$ cat src/rtl/memory_stage.sv
`default_nettype none
// ============================================================================
// Module   : memory_stage
// Brief    : MEM pipeline stage with one outstanding data-memory access and
//            the MEM/WB register. Optional macro MEMORY_STAGE_TIMEOUT_EN adds
//            a WAIT-cycle timeout that aborts a hung access.
// Revision : 1.0 - initial release
// ============================================================================
module memory_stage #(
  parameter int TIMEOUT_CYCLES = 64
) (
  input  logic        clk,
  input  logic        rst,
  input  logic [1:0]  WB_in,
  input  logic [2:0]  MEM_in,
  input  logic [4:0]  RD_in,
  input  logic [31:0] ALU_in,
  input  logic [31:0] WriteData_in,
  input  logic        valid_in,
  output logic        stall_out,
  output logic        dmem_req,
  output logic        dmem_we,
  output logic [31:0] dmem_addr,
  output logic [31:0] dmem_wdata,
  input  logic [31:0] dmem_rdata,
  input  logic        dmem_ack,
  output logic [1:0]  WB_out,
  output logic [4:0]  RD_out,
  output logic [31:0] ALU_out,
  output logic [31:0] ReadData_out,
  output logic        valid_out,
  output logic        timeout_err
);

  localparam logic [0:0] c_IDLE = 1'b0;
  localparam logic [0:0] c_WAIT = 1'b1;

  logic [0:0]  state_q, state_d;

  // Instruction held while the memory access is outstanding
  logic [1:0]  wb_lat_q, wb_lat_d;
  logic [4:0]  rd_lat_q, rd_lat_d;
  logic [31:0] alu_lat_q, alu_lat_d;
  logic        read_lat_q, read_lat_d;

  logic        req_q, req_d;
  logic        we_q, we_d;
  logic [31:0] addr_q, addr_d;
  logic [31:0] wdata_q, wdata_d;

  logic [1:0]  wb_out_q, wb_out_d;
  logic [4:0]  rd_out_q, rd_out_d;
  logic [31:0] alu_out_q, alu_out_d;
  logic [31:0] rdata_out_q, rdata_out_d;
  logic        valid_out_q, valid_out_d;

  logic        w_mem_op;
  logic        w_idle;
  logic        w_wait;
  logic        w_accept_alu;
  logic        w_accept_mem;
  logic        w_ack;
  logic        w_abort;
  logic        w_unused;

  assign w_mem_op     = MEM_in[1] | MEM_in[0];
  assign w_idle       = (state_q == c_IDLE);
  assign w_wait       = (state_q == c_WAIT);
  assign w_accept_alu = w_idle & valid_in & ~w_mem_op;
  assign w_accept_mem = w_idle & valid_in & w_mem_op;
  assign w_ack        = w_wait & dmem_ack;

`ifdef MEMORY_STAGE_TIMEOUT_EN
  localparam logic [7:0] c_TIMEOUT = TIMEOUT_CYCLES[7:0];

  logic [7:0] cnt_q, cnt_d;
  logic       tout_q;

  // An ack in the terminal-count cycle still completes normally
  assign w_abort = w_wait & ~dmem_ack & (cnt_q == c_TIMEOUT);

  always_comb begin
    cnt_d = cnt_q;
    if (w_accept_mem) begin
      cnt_d = 8'd0;
    end else if (w_wait && !dmem_ack && !w_abort) begin
      cnt_d = cnt_q + 8'd1;
    end
  end

  always_ff @(posedge clk) begin
    if (rst) begin
      cnt_q  <= 8'd0;
      tout_q <= 1'b0;
    end else begin
      cnt_q  <= cnt_d;
      tout_q <= w_abort;
    end
  end

  assign timeout_err = tout_q;
  assign w_unused    = MEM_in[2];
`else
  assign w_abort     = 1'b0;
  assign timeout_err = 1'b0;
  assign w_unused    = MEM_in[2] ^ TIMEOUT_CYCLES[0];
`endif

  // State register and all datapath registers
  always_ff @(posedge clk) begin
    if (rst) begin
      state_q     <= c_IDLE;
      wb_lat_q    <= 2'b00;
      rd_lat_q    <= 5'd0;
      alu_lat_q   <= 32'd0;
      read_lat_q  <= 1'b0;
      req_q       <= 1'b0;
      we_q        <= 1'b0;
      addr_q      <= 32'd0;
      wdata_q     <= 32'd0;
      wb_out_q    <= 2'b00;
      rd_out_q    <= 5'd0;
      alu_out_q   <= 32'd0;
      rdata_out_q <= 32'd0;
      valid_out_q <= 1'b0;
    end else begin
      state_q     <= state_d;
      wb_lat_q    <= wb_lat_d;
      rd_lat_q    <= rd_lat_d;
      alu_lat_q   <= alu_lat_d;
      read_lat_q  <= read_lat_d;
      req_q       <= req_d;
      we_q        <= we_d;
      addr_q      <= addr_d;
      wdata_q     <= wdata_d;
      wb_out_q    <= wb_out_d;
      rd_out_q    <= rd_out_d;
      alu_out_q   <= alu_out_d;
      rdata_out_q <= rdata_out_d;
      valid_out_q <= valid_out_d;
    end
  end

  always_comb begin
    state_d = state_q;
    case (state_q)
      c_IDLE:  if (w_accept_mem)      state_d = c_WAIT;
      c_WAIT:  if (w_ack || w_abort)  state_d = c_IDLE;
      default:                        state_d = c_IDLE;
    endcase
  end

  always_comb begin
    // The stall also drops in the abort cycle so upstream does not replay the op
    stall_out = ~rst & (w_accept_mem | (w_wait & ~dmem_ack & ~w_abort));

    wb_lat_d    = wb_lat_q;
    rd_lat_d    = rd_lat_q;
    alu_lat_d   = alu_lat_q;
    read_lat_d  = read_lat_q;
    req_d       = req_q;
    we_d        = we_q;
    addr_d      = addr_q;
    wdata_d     = wdata_q;
    wb_out_d    = 2'b00;
    rd_out_d    = rd_out_q;
    alu_out_d   = alu_out_q;
    rdata_out_d = rdata_out_q;
    valid_out_d = 1'b0;

    if (w_accept_alu) begin
      wb_out_d    = WB_in;
      rd_out_d    = RD_in;
      alu_out_d   = ALU_in;
      rdata_out_d = 32'd0;
      valid_out_d = 1'b1;
    end

    if (w_accept_mem) begin
      wb_lat_d   = WB_in;
      rd_lat_d   = RD_in;
      alu_lat_d  = ALU_in;
      // Read+write together is treated as a write
      read_lat_d = MEM_in[1] & ~MEM_in[0];
      req_d      = 1'b1;
      we_d       = MEM_in[0];
      addr_d     = {ALU_in[31:2], 2'b00};
      wdata_d    = WriteData_in;
    end

    if (w_ack) begin
      wb_out_d    = wb_lat_q;
      rd_out_d    = rd_lat_q;
      alu_out_d   = alu_lat_q;
      rdata_out_d = read_lat_q ? dmem_rdata : 32'd0;
      valid_out_d = 1'b1;
      req_d       = 1'b0;
    end

    if (w_abort) begin
      wb_out_d    = {1'b0, wb_lat_q[0]};
      rd_out_d    = rd_lat_q;
      alu_out_d   = alu_lat_q;
      rdata_out_d = 32'd0;
      valid_out_d = 1'b1;
      req_d       = 1'b0;
    end
  end

  assign dmem_req     = req_q;
  assign dmem_we      = we_q;
  assign dmem_addr    = addr_q;
  assign dmem_wdata   = wdata_q;
  assign WB_out       = wb_out_q;
  assign RD_out       = rd_out_q;
  assign ALU_out      = alu_out_q;
  assign ReadData_out = rdata_out_q;
  assign valid_out    = valid_out_q;

endmodule
`default_nettype wire

$ cat config.mk
export PLATFORM = sky130hd
export DESIGN_NAME = memory_stage
export DESIGN_NICKNAME = d
export VERILOG_FILES = /design/src/rtl/memory_stage.sv
export SDC_FILE = /design/constraint.sdc
export NUM_CORES = 1
export LEC_CHECK = 0
export CORE_ASPECT_RATIO = 0.5
export CORE_MARGIN = 5
export CORE_UTILIZATION = 38
export CTS_BUF_LIST = sky130_fd_sc_hd__clkbuf_4 sky130_fd_sc_hd__clkbuf_8 sky130_fd_sc_hd__clkbuf_16
export DETAILED_ROUTE_END_ITERATION = 10
export PLACE_DENSITY_LB_ADDON = 0.12
export SLEW_MARGIN = 10
export SYNTH_ARGS = -nofsm -noshare
export SYNTH_HDL_FRONTEND = slang
export SYNTH_SLANG_ARGS = --single-unit
$ cat constraint.sdc
create_clock -name clk -period 1.5 [get_ports clk]
set_input_delay 0.3 -clock clk [delete_from_list [all_inputs] [get_ports clk]]
set_output_delay 0.3 -clock clk [all_outputs]
set_load 0.005 [all_outputs]
After elaboration in Yosys (flattened, before gate mapping)
Index checks and enable logic that the tools add are counted.
- word-level logic and storage cells: 44
- output and inout bits: 140
- input port bits: 110
- register bits after elaboration: 177
- bitwise operators: 14
- reduce and logical (&&, ||, !) cells: 2
- multiplexer cells: 14
- operators with widths (kind ; number):
    32-bit 2-to-1 mux ; 5
    5-bit 2-to-1 mux ; 2
    1-bit AND ; 7
    1-bit inverter ; 5
    1-bit 2-to-1 mux ; 4
    2-bit 2-to-1 mux ; 2
    1-bit bitwise OR ; 2
    1-bit case mux with 2 select lines ; 1
    2-bit nonzero test ; 1
    2-bit OR reduction ; 1

Longest topological paths before layout
Gate-level depths: netlist of run 1.
- depth after elaboration: 5
- mapped depth: 5
- depth with buffers taken out: 3

Worst setup path after synthesis of run 1
OpenSTA, ideal clock, no wires.
- path kind: flip-flop to flip-flop
- start point: register state_q
- end point: register alu_out_q[17], in the netlist ALU_out[17]
- arrival time: 1.335 ns
- cell stages (with the launch flop): 6
- clock period less this slack: 1.476 ns
- setup time: 0.140 ns
- path slack: 0.024 ns
- path buffers: 2
- data required time: 1.360 ns
- cells stage by stage: dfxtp_1 or4b_1 buf_2 buf_6 nor2_1 nor4_2
- word-level cells in the longest chain between the ends: 4
- elaborated cells between the ends (all ways): 6
- those cells by class: 1 x mux; 4 x bitwise; 1 x reduce/logical
- ends and longest elaborated chain (item ; line ; source):
    start, declared ; 38 ; logic [0:0] state_q, state_d;
    start signal, assigned ; 112 ; state_q <= c_IDLE;
    start signal, assigned ; 127 ; state_q <= state_d;
    1-bit inverter ; -- ;
    1-bit AND (2 in series) ; 69 ; assign w_accept_alu = w_idle & valid_in & ~w_mem_op;
    2-bit nonzero test (no source line) ; -- ;
    end signal, assigned ; 138 ; alu_out_q <= alu_out_d;
    end, declared ; 53 ; logic [31:0] alu_out_q, alu_out_d;
Parallel ways exist; a longest one is shown, timed or not.
A chain may end at the register's enable or synchronous reset.

Worst setup path after layout of run 1
- start point: register state_q
- end point: register alu_out_q[4], in the netlist ALU_out[4]
Same word-level chain as after synthesis.

==> impl_metrics.json, run 1 <==
{
  "maxSlewViolCount": 0,
  "peakVddDrop_mv": 0.687,
  "via_per_inst": 5.35,
  "fin_nets": 982,
  "max_freq_mhz": 604,
  "power_frac_seq": 0.406,
  "cp.arrival_ns": 1.95,
  "synth_ff_type": "dfxtp_1",
  "cpMaxStageDelayCell": "dfxtp_4",
  "crit_fanout": 18,
  "rsz0062_at_grt": "true",
  "synth.avg_cell_area_um2": 8.64,
  "switching_share": 0.244,
  "maxCapViolations": 0,
  "register_area_um2": 2960,
  "antenna_left": 0,
  "p_total_mw": 10.4,
  "fin_crit_ns": 1.66,
  "cts.sinks": 147,
  "grt_max_degree": 73,
  "cp_common_cell": "buf_12",
  "skew_ns": 0.0121,
  "pre_cts_ws_ns": -0.831,
  "synth_area_um2": 5770,
  "layoutNonFillerInstCount": 1081,
  "yosysMostFrequentCell": "dfxtp_1",
  "multi_input_comb_area_um2": 2680,
  "wl_mm": 20.3,
  "yosys.area.top_type": "dfxtp_1",
  "power.internal_mw": 7.88,
  "path_delay_family": "simple AND/OR/NAND/NOR gates",
  "hold_viol": 0,
  "drt-wirelength-per-cell_um": 18.8,
  "critical_path_required_ns": 1.79,
  "post_dp_cell_area_um2": 8240,
  "vias": 5788,
  "pwr-share-clk": 0.446,
  "whs_ns": 0.434,
  "ys.warnings.count": 0,
  "hp-class": "in2reg",
  "dp.cells": 1038,
  "slowest_delay_ns": 0.36,
  "synth_area_leaders": "dfxtp_1, a21oi_1, o21ai_0",
  "critPathKind": "reg2reg",
  "io_buffers": 245,
  "crit_chain": "buf_12 > nor4b_4 > buf_4 > buf_12 > nor3_1 > nor4_1",
  "clkTransAtPathRegs_ns": 0.06,
  "layout_setup_ws_ns": -0.155,
  "clock_latency_ns": 0.41,
  "outcome": "finished with violations",
  "relSlewSlack": 0.578,
  "clockBufferDepth": 2,
  "grt.total_usage": 0.208,
  "grt_overflow": 0,
  "powerDensity_nw_per_um2": 1110,
  "initial_utilization": 0.394,
  "die_area_um2": 17900,
  "synth-async-reset-ratio": 0,
  "core_area_um2": 14700,
  "grt_antenna_before_repair": 0,
  "dp_hpwl_mm": 12.4,
  "cp-end-kind": "flip-flop",
  "min_period_over_period": 1.10,
  "netlist_top_cells_count": "dfxtp_1, nor2_1, a21oi_1",
  "firstDrtPassIters": 5,
  "synth_cells": 668,
  "p_comb_frac": 0.148,
  "p_leak_nw": 4.01,
  "worstMarginPinSlew_ns": 0.634,
  "drc_errors": 0,
  "ys_seq_elements": 147,
  "yosysSeqAreaShare": 0.510,
  "reg2reg_setup_slack_ns": -0.16,
  "p_sw_mw": 2.54,
  "fillers": 1247,
  "cts-root-buf": "clkbuf_16",
  "ys_types": 27,
  "syn_to_final_growth_pct": 62.5,
  "die_w_um": 184,
  "cp-start-kind": "flip-flop",
  "path_buf_inv": 3,
  "fin_util": 0.640,
  "synth_top_area_share": 0.510,
  "grt_first_pass_wirelength_mm": 30.5,
  "die_h_um": 97.1,
  "first_global_vias": 5564,
  "gp_congestion": 0.769,
  "drive_above_1_share": 0.171,
  "cts_made_buffers": 17,
  "cts_tree": "done",
  "drt_iter0_markers": 417,
  "rows": 31,
  "n_antenna_cell": 0,
  "fin_area_um2": 9380,
  "fin_setup_tns_ns": -7.13,
  "violations": "setup timing",
  "ioPinCount": 250,
  "htree_levels": 4,
  "synth_edf_count": 0,
  "setup_viol": 71
}
==> sequential cells by signal, indices dropped and copies added, names as in the netlist, 2 cells and up <==
| name | count |
|---|---|
| dmem_wdata | 32 |
| wb_lat_q | 2 |
| ReadData_out | 32 |
| WB_out | 2 |
| alu_lat_q | 32 |
| rd_lat_q | 5 |
| ALU_out | 32 |
| RD_out | 5 |
==> cell families (layout without fill, tap and decap cells) <==
family,count (synthesis),count (layout),synth area share
AND/OR/NAND/NOR,237,238,0.215
flip-flops,147,147,0.510
other,1,3,0.000650
AO/OA/AOI/OAI,182,182,0.180
buffers and inverters,101,313,0.0952
==> worst min-delay path, stage by stage <==
cell and delay [ns]:
buf_4 0.15, nor3_4 0.06, buf_6 0.13, a22o_1 0.17
==> power groups by stage <==
stage | clock [mW] | combinational (mW) | sequential [mW]
after floorplan | 0 | 0.631 | 4.31
after global placement | 0 | 1.47 | 4.31
after detailed placement | 0 | 1.48 | 4.32
after CTS | 4.73 | 1.43 | 4.23
after global routing | 4.90 | 1.67 | 4.25
final | 4.65 | 1.54 | 4.23
==> worst paths after layout <==
| check | from | end | cells past startpoint |
|---|---|---|---|
| setup / recovery | state_q | ALU_out[4] | 6 |
| hold / removal | rst | ReadData_out[11] | 4 |
| setup reg to reg | state_q | ALU_out[4] | 6 |
| hold reg to reg | ReadData_out[17] | ReadData_out[17] | 1 |
==> layer usage <==
metal	up-vias	wire [µm]	global-route usage
li1	2754	-	-
met5	-	0	0
met2	216	9470	0.331
met4	0	152	0.0426
met3	15	1730	0.0696
met1	2803	8920	0.278
==> timing repair <==
item | 4_1_cts | 5_1_grt
hold buffers | 0 | 0
endpoints found under the setup margin | 281 | 120
setup buffers | 4 | 3
gates cloned | 2 | 5
hold endpoints to repair | 0 | 0
resized for setup | 199 | 73
pin swaps | 4 | 5
==> cell type report <==
class                   instances  share of cell area
flip-flops and latches        147               0.316
repair buffers                282               0.303
multi-input cells             423               0.286
clock buffers                  18              0.0462
well taps                     198              0.0264
clock inverters                12              0.0219
inverters                       1            0.000400
==> placed cells by master (no fill, tap or decap), drive strengths merged, types with 32 or more instances in the layout <==
cell type and n:
a21oi 76, a22o 32, buf 34, clkdlybuf4s50 104
dfxtp 147, dlygate4sd2 139, nand3 71, nor2 79
nor3 40, nor4 37, o21ai 72
No activity file was read; power rests on OpenSTA's default activity.
==> inputs of run 2 (changes only) <==
Settings changed: PLACE_DENSITY set to 0.88, PLACE_DENSITY_LB_ADDON 0.12 to unset.
==> impl_metrics.json, run 2 (synthesis results as in run 1) <==
{
  "postCtsHoldBufs": 0,
  "pre_cts_ws_ns": -0.805,
  "htree_levels": 4,
  "dp.cells": 1042,
  "clockBufferDepth": 2,
  "rsz0062_at_grt": "true",
  "critPathKind": "reg2reg",
  "fillers": 1066,
  "drive_above_1_share": 0.192,
  "final_cell_mix": "dlygate4sd2_1, dfxtp_1, clkdlybuf4s50_1",
  "dp_hpwl_mm": 13.2,
  "cts_tree": "done",
  "post_dp_cell_area_um2": 8240,
  "min_period_over_period": 1.13,
  "drc_errors": 0,
  "initial_utilization": 0.394,
  "cp-start-kind": "flip-flop",
  "grt.total_usage": 0.242,
  "layout_setup_ws_ns": -0.200,
  "peakVddDrop_mv": 0.771,
  "via_per_inst": 5.93,
  "violations": "setup timing",
  "maxSlewViolCount": 0,
  "worstMarginPinSlew_ns": 0.673,
  "ioPinCount": 250,
  "critical_path_required_ns": 1.78,
  "antenna_left": 0,
  "fin_nets": 997,
  "vias": 6510,
  "powerDensity_nw_per_um2": 1060,
  "fin_util": 0.641,
  "hp-class": "in2reg",
  "setup_viol": 77,
  "first_global_vias": 6330,
  "grt_antenna_before_repair": 0,
  "p_leak_nw": 4.07,
  "cp-end-kind": "flip-flop",
  "p_total_mw": 9.98,
  "grt_max_degree": 73,
  "relSlewSlack": 0.551,
  "cts-root-buf": "clkbuf_16",
  "drt-wirelength-per-cell_um": 22.4,
  "rows": 31,
  "grt_overflow": 0,
  "final_common_cell": "dlygate4sd2_1",
  "die_area_um2": 17900,
  "max_freq_mhz": 588,
  "grt_first_pass_wirelength_mm": 34.8,
  "wl_mm": 24.6,
  "firstDrtPassIters": 8,
  "io_buffers": 245,
  "cp.arrival_ns": 1.98,
  "cts.sinks": 147,
  "skew_ns": 0.0108,
  "maxCapViolations": 0,
  "fin_crit_ns": 1.70,
  "die_h_um": 97.1,
  "gp_congestion": 0.841,
  "cts_made_buffers": 17,
  "syn_to_final_growth_pct": 62.9,
  "clkTransAtPathRegs_ns": 0.07,
  "clock_latency_ns": 0.42,
  "fin_area_um2": 9400,
  "whs_ns": 0.449,
  "die_w_um": 184,
  "fin_setup_tns_ns": -6.08,
  "n_antenna_cell": 0,
  "drt_iter0_markers": 845,
  "crit_fanout": 10,
  "core_area_um2": 14700,
  "reg2reg_setup_slack_ns": -0.20,
  "hold_viol": 0,
  "layoutNonFillerInstCount": 1098,
  "outcome": "finished with violations"
}
==> run 2: cell type report <==
class | instances | area, µm² | share of cell area
Clock inverter | 12 | 98.8 | 0.0105
Sequential cell | 147 | 2970 | 0.316
Timing Repair Buffer | 297 | 2990 | 0.319
Inverter | 1 | 3.75 | 0.000399
Multi-Input combinational cell | 423 | 2630 | 0.279
Clock buffer | 20 | 460 | 0.0490
Tap cell | 198 | 248 | 0.0264
==> run 2: worst paths after layout <==
check	from	to	depth (start not counted)
max	state_q	RD_out[0]	6
min	WriteData_in[28]	dmem_wdata[28]	3
max reg2reg	state_q	RD_out[0]	6
min reg2reg	ReadData_out[19]	ReadData_out[19]	1
==> run 2: critical path, cell delays in order, from the launching register on <==
cell and delay (ns):
dfxtp_4 0.36, buf_12 0.13, nor4b_4 0.24, buf_4 0.20, bufbuf_16 0.29, nor3_1 0.05
nor4_1 0.30
==> run 2: metal layers <==
metal	GRT usage	part of all wire	vias up
li1	-	-	2795
met1	0.264	0.35	3017
met2	0.408	0.46	540
met3	0.0696	0.11	158
met4	0.163	0.076	0
met5	0	0	-
==> run 2: report_power, final <==
group,switching (mW),leakage [nW],internal [mW]
clock,1.79,0.271,2.25
sequential,0.136,1.21,4.12
combinational,0.843,2.59,0.838
==> run 2: timing repair <==
action / CTS / global route
buffers inserted: 12 / 7
cloned: 8 / 2
pin swaps: 11 / 14
endpoints found under the hold margin: 0 / 0
endpoints found under the setup margin: 283 / 104
resized for setup: 214 / 61
